<file path="config.mk">
export PLATFORM = sky130hd
export DESIGN_NAME = dmem_arbiter
export DESIGN_NICKNAME = d
export VERILOG_FILES = /design/src/rtl/dmem_pkg.sv /design/src/rtl/arb_starve_ctr.sv /design/src/rtl/dmem_arbiter.sv
export SDC_FILE = /design/constraint.sdc
export NUM_CORES = 1
export LEC_CHECK = 0
export ABC_AREA = 1
export CAP_MARGIN = 20
export CORE_AREA = 2 2 115 117
export DETAILED_ROUTE_END_ITERATION = 8
export DIE_AREA = 0 0 117 119
export SLEW_MARGIN = 10
export SYNTH_ARGS = -nofsm -noshare
export SYNTH_HDL_FRONTEND = slang
export SYNTH_SLANG_ARGS = --single-unit
export TNS_END_PERCENT = 100
</file>
<file path="constraint.sdc">
create_clock -name clk -period 3.3 [get_ports clk]
set_input_delay 0.66 -clock clk [delete_from_list [all_inputs] [get_ports clk]]
set_output_delay 0.66 -clock clk [all_outputs]
set_load 0.05 [all_outputs]
</file>
<file path="src/rtl/dmem_pkg.sv">
// dmem_pkg: shared widths and port identifiers for the data-memory arbiter
package dmem_pkg;
  localparam int ADDR_W = 32;
  localparam int DATA_W = 32;
  localparam int OWNER_W = 1;
  localparam int CNT_W = 8;
  localparam logic [OWNER_W-1:0] PORT_CPU = 1'b0;
  localparam logic [OWNER_W-1:0] PORT_LDR = 1'b1;
endpackage

</file>
<file path="src/rtl/arb_starve_ctr.sv">
// arb_starve_ctr: saturating wait counter that flags when the loader must be forced
module arb_starve_ctr import dmem_pkg::*; #(
  parameter int LIMIT = 8
) (
  input  logic clk,
  input  logic reset,
  input  logic i_inc,
  input  logic i_clr,
  output logic o_at_limit
);
  localparam logic [CNT_W-1:0] LIM = CNT_W'(LIMIT);
  logic [CNT_W-1:0] r_cnt;
  always_ff @(posedge clk or negedge reset)
    if (!reset) r_cnt <= '0;
    else if (i_clr) r_cnt <= '0;
    else if (i_inc && r_cnt != LIM) r_cnt <= r_cnt + 1'b1;
  assign o_at_limit = r_cnt == LIM;
endmodule

</file>
<file path="src/rtl/dmem_arbiter.sv">
// dmem_arbiter: CPU-priority arbiter for a single-port data memory with a
// starvation limiter for the loader port and an in-order read return path
module dmem_arbiter import dmem_pkg::*; #(
  parameter int ADDR_W       = dmem_pkg::ADDR_W,
  parameter int DATA_W       = dmem_pkg::DATA_W,
  parameter int STARVE_LIMIT = 8
) (
  input  logic              clk,
  input  logic              reset,
  input  logic              m0_req,
  input  logic              m0_we,
  input  logic [ADDR_W-1:0] m0_addr,
  input  logic [DATA_W-1:0] m0_wdata,
  output logic              m0_gnt,
  output logic              m0_rvalid,
  output logic [DATA_W-1:0] m0_rdata,
  input  logic              m1_req,
  input  logic              m1_we,
  input  logic [ADDR_W-1:0] m1_addr,
  input  logic [DATA_W-1:0] m1_wdata,
  output logic              m1_gnt,
  output logic              m1_rvalid,
  output logic [DATA_W-1:0] m1_rdata,
  output logic              cpu_stall,
  output logic              mem_en,
  output logic              mem_we,
  output logic [ADDR_W-1:0] mem_addr,
  output logic [DATA_W-1:0] mem_wdata,
  input  logic [DATA_W-1:0] mem_rdata
);
  logic               w_at_limit;
  logic               w_forced;
  logic               r_pending;
  logic [OWNER_W-1:0] r_owner;

  arb_starve_ctr #(.LIMIT(STARVE_LIMIT)) u_ctr (
    .clk        (clk),
    .reset      (reset),
    .i_inc      (m1_req & m0_gnt),
    .i_clr      (m1_gnt | ~m1_req),
    .o_at_limit (w_at_limit)
  );

  // grants are held low throughout reset even though requests pass through
  assign w_forced  = m1_req & w_at_limit;
  assign m1_gnt    = reset & (w_forced | (m1_req & ~m0_req));
  assign m0_gnt    = reset & m0_req & ~w_forced;
  assign cpu_stall = m0_req & ~m0_gnt;

  always_comb begin
    mem_en    = m0_gnt | m1_gnt;
    mem_we    = m0_gnt ? m0_we    : m1_gnt ? m1_we    : 1'b0;
    mem_addr  = m0_gnt ? m0_addr  : m1_gnt ? m1_addr  : '0;
    mem_wdata = m0_gnt ? m0_wdata : m1_gnt ? m1_wdata : '0;
  end

  always_ff @(posedge clk or negedge reset)
    if (!reset) begin
      r_pending <= 1'b0;
      r_owner   <= PORT_CPU;
    end else begin
      r_pending <= mem_en & ~mem_we;
      if (mem_en & ~mem_we) r_owner <= m1_gnt ? PORT_LDR : PORT_CPU;
    end

  assign m0_rvalid = r_pending & (r_owner == PORT_CPU);
  assign m1_rvalid = r_pending & (r_owner == PORT_LDR);
  assign m0_rdata  = mem_rdata;
  assign m1_rdata  = mem_rdata;
endmodule

</file>
==> impl_metrics.csv <==
group,metric,value,unit
status,outcome,"complete, no violations",
job,drv_cap,0,
power_and_ir_drop,power_density,236,nW/um^2
power_and_ir_drop,p_leak,0.00206,uW
cts,postCtsSetupRepairBufs,0,
worst_setup_path,ff2ff_path_depth,9,
worst_setup_path,r2r_setup_slack,1.62,ns
die,die_h,119,um
placement,port_buffers,204,
detailed_routing,first_pass_iters,4,
timing,rsz0062_at_grt,"false",
global_routing,grt_pass1_wl,12100,um
worst_setup_path,cp-startpoint,"m1_req",
logic_synthesis,synth-seq-area-share,12.8,%
timing,fin_tns_setup,0,ns
detailed_routing,vias,2540,
global_routing,grt_pass1_vias,2447,
worst_setup_path,cp_slowest_cell,"clkdlybuf4s50_1",
logic_synthesis,synth_seq_cells,10,
die,start_util,15.2,%
logic_synthesis,synth_top_cells_by_count,"nand2_1 (216), buf_4 (64), nor2_1 (16)",
logic_synthesis,synth-edff-count,0,
worst_setup_path,cp-end-kind,"primary output",
die,dieArea,13900,sq um
logic_synthesis,synth_cells,361,
die,io_pins,301,
cts,hold_buffers,0,
logic_synthesis,yosys.area.top_type,"nand2_1",
cts,cts_tree,"built",
cts,clk_latency,0.24,ns
cts,clock-root-buffer,"clkbuf_16",
worst_setup_path,worst-setup-path-type,"in -> out",
detailed_routing,drcViolationCount,0,
cts,cts_buffers,3,
logic_synthesis,synthesis.area,1950,sq um
logic_synthesis,ys_warn_count,0,
timing,relSlewSlack,65.2,%
die,fp.coreArea,12900,sq um
die,rows,42,
worst_setup_path,cp_common_cell,"nand2_1",
detailed_routing,top_layer_used,"met4",
global_routing,track_usage,10.8,%
timing,worst_slack,0.334,ns
placement,gp_congestion,0.868,
timing,skew,0.00123,ns
detailed_routing,wl_met2,3740,um
cts,clkTransAtPathRegs,0.04,ns
global_routing,grt.overflow.total,0,
worst_setup_path,start_kind,"input port",
timing,period_share,89.9,%
cts,cts_resized,0,
logic_synthesis,synth_area_per_cell,5.41,sq um
detailed_routing,ant_nets,0,
worst_setup_path,crit_path_max_incr_delay,0.54,ns
final_layout,drive_gt1_share,16.5,%
hold_path,hold_path_class,"reg -> reg",
final_layout,syn_to_final_growth,127,%
timing,period_needed,2.97,ns
global_routing,antenna_found_initial,0,
power_and_ir_drop,ir_drop,0.148,mV
logic_synthesis,synth.top_cells.by_area,"nand2_1 (42%), buf_4 (25%), dfrtp_1 (13%), buf_6 (5.8%), nor2_1 (3.1%)",
detailed_routing,met1Wirelength,3100,um
detailed_routing,via_per_inst,3.78,
cts,cts_num_sinks,10,
worst_setup_path,crit_path_max_fanout,35,
detailed_routing,drt-total-wl,8200,um
logic_synthesis,synth_most_common_cell,"nand2_1",
final_layout,diodes,0,
logic_synthesis,synth_cell_types,19,
timing,slew_violations,0,
worst_setup_path,worstPathCellList,"clkdlybuf4s50_1, nand2_1, nor2_4, buf_4, nand2_1, nand2_1, buf_12",
timing,setup_violations,0,
detailed_routing,wl_met3,1220,um
cts,cts_max_level,1,
worst_setup_path,r2r_end,"u_ctr.r_cnt[5]$_DFFE_PN0P_",
die,fp.dieW,117,um
logic_synthesis,netlist.area_leader.share,41.5,%
timing,fmax,0.337,GHz
worst_setup_path,endpoint,"mem_addr[21]",
timing,tightest_slew,0.521,ns
timing,hold_viol_final,0,
logic_synthesis,syn_nets,529,
detailed_routing,drt_iter0_drc,100,
global_routing,grt_max_degree,37,
placement,place_ws,0.339,ns
worst_setup_path,worstPathArrival,2.31,ns
placement,hpwl,6870,um
worst_setup_path,critical_path.reg2reg.startpoint,"u_ctr.r_cnt[0]$_DFFE_PN0P_",
worst_setup_path,crit_required,2.64,ns
cts,clock_path_buffers,2,
logic_synthesis,async_reset_ff_share,100,%
final_layout,num-nets-final,665,
logic_synthesis,synth_flop_cell,"dfrtp_1",
detailed_routing,wire_per_inst,12.2,um
metal layers:
metal,vias to the layer above,track usage (%)
met5,-,0
met4,0,2.65
met3,13,5.75
met2,173,18.1
met1,1070,11.8
li1,1284,-
area by class of cell:
type / instances / area [sq um]
Sequential cell: 10 / 250
Inverter: 16 / 60.1
Clock buffer: 4 / 88.8
Fill cell: 1331 / 8440
Timing Repair Buffer: 209 / 2780
Multi-Input combinational cell: 257 / 1030
Tap cell: 176 / 220
placed cells by master, fill, tap and decap left out, drive strengths merged:
master / netlist / layout
nand3: 9 / 9
nor3b: 1 / 1
nand3b: 1 / 1
dfrtp: 10 / 10
inv: 16 / 16
ha: 2 / 2
clkdlybuf4s50: 0 / 135
nor2: 18 / 18
nand2: 216 / 216
nand4: 2 / 2
a21oi: 1 / 1
xor2: 1 / 1
clkbuf: 0 / 4
o21ai: 4 / 4
nor3: 1 / 1
buf: 78 / 74
a41oi: 1 / 1
metrics by stage:
stage	hold WS (ns)	util (%)	total power, uW	instances	instance area (sq um)
2_1_floorplan	0.364	-	606	361	1950
3_3_place_gp	0.503	33.8	804	668	4350
3_5_place_dp	0.515	33.8	807	668	4350
4_1_cts	0.525	34.5	1050	672	4440
5_1_grt	0.564	34.5	1090	672	4440
6_report	0.521	34.5	1050	672	4440
cell families (layout without fill, tap and decap cells):
kind of cell,count (synthesis),in the layout,share of synthesized area (%)
simple gates,248,248,49.2
buf+inv,94,229,34.5
flops,10,10,12.8
compound gates,6,6,1.73
fa+ha+maj,2,2,1.28
xor+xnor,1,1,0.449
flip-flops by register name, indices dropped and copies added, names as in the netlist:
| signal | count |
|---|---|
| r_owner | 1 |
| r_pending | 1 |
| u_ctr.r_cnt | 8 |
power by group:
part / internal (uW) / switching [uW]
sequential: 126 / 2.56
clock: 183 / 60.9
combinational: 352 / 323
how the worst min path moves through the flow:
stage | startpoint | to | slack [ns] | cells past startpoint
finish | r_owner$_DFFE_PN0P_ | r_owner$_DFFE_PN0P_ | 0.52 | 2
global route | r_owner$_DFFE_PN0P_ | r_owner$_DFFE_PN0P_ | 0.56 | 2
CTS | r_owner$_DFFE_PN0P_ | r_owner$_DFFE_PN0P_ | 0.53 | 2
detailed placement | r_owner$_DFFE_PN0P_ | r_owner$_DFFE_PN0P_ | 0.51 | 2
global placement | r_owner$_DFFE_PN0P_ | r_owner$_DFFE_PN0P_ | 0.50 | 2
floorplan | reset | r_owner$_DFFE_PN0P_ | 0.36 | 0
worst max-delay path, delay by kind of cell:
kind | cells | cell delay, ns
buffers and inverters | 3 | 1.02
AND/OR/NAND/NOR | 4 | 0.58
No activity file was read; power rests on OpenSTA's default activity.
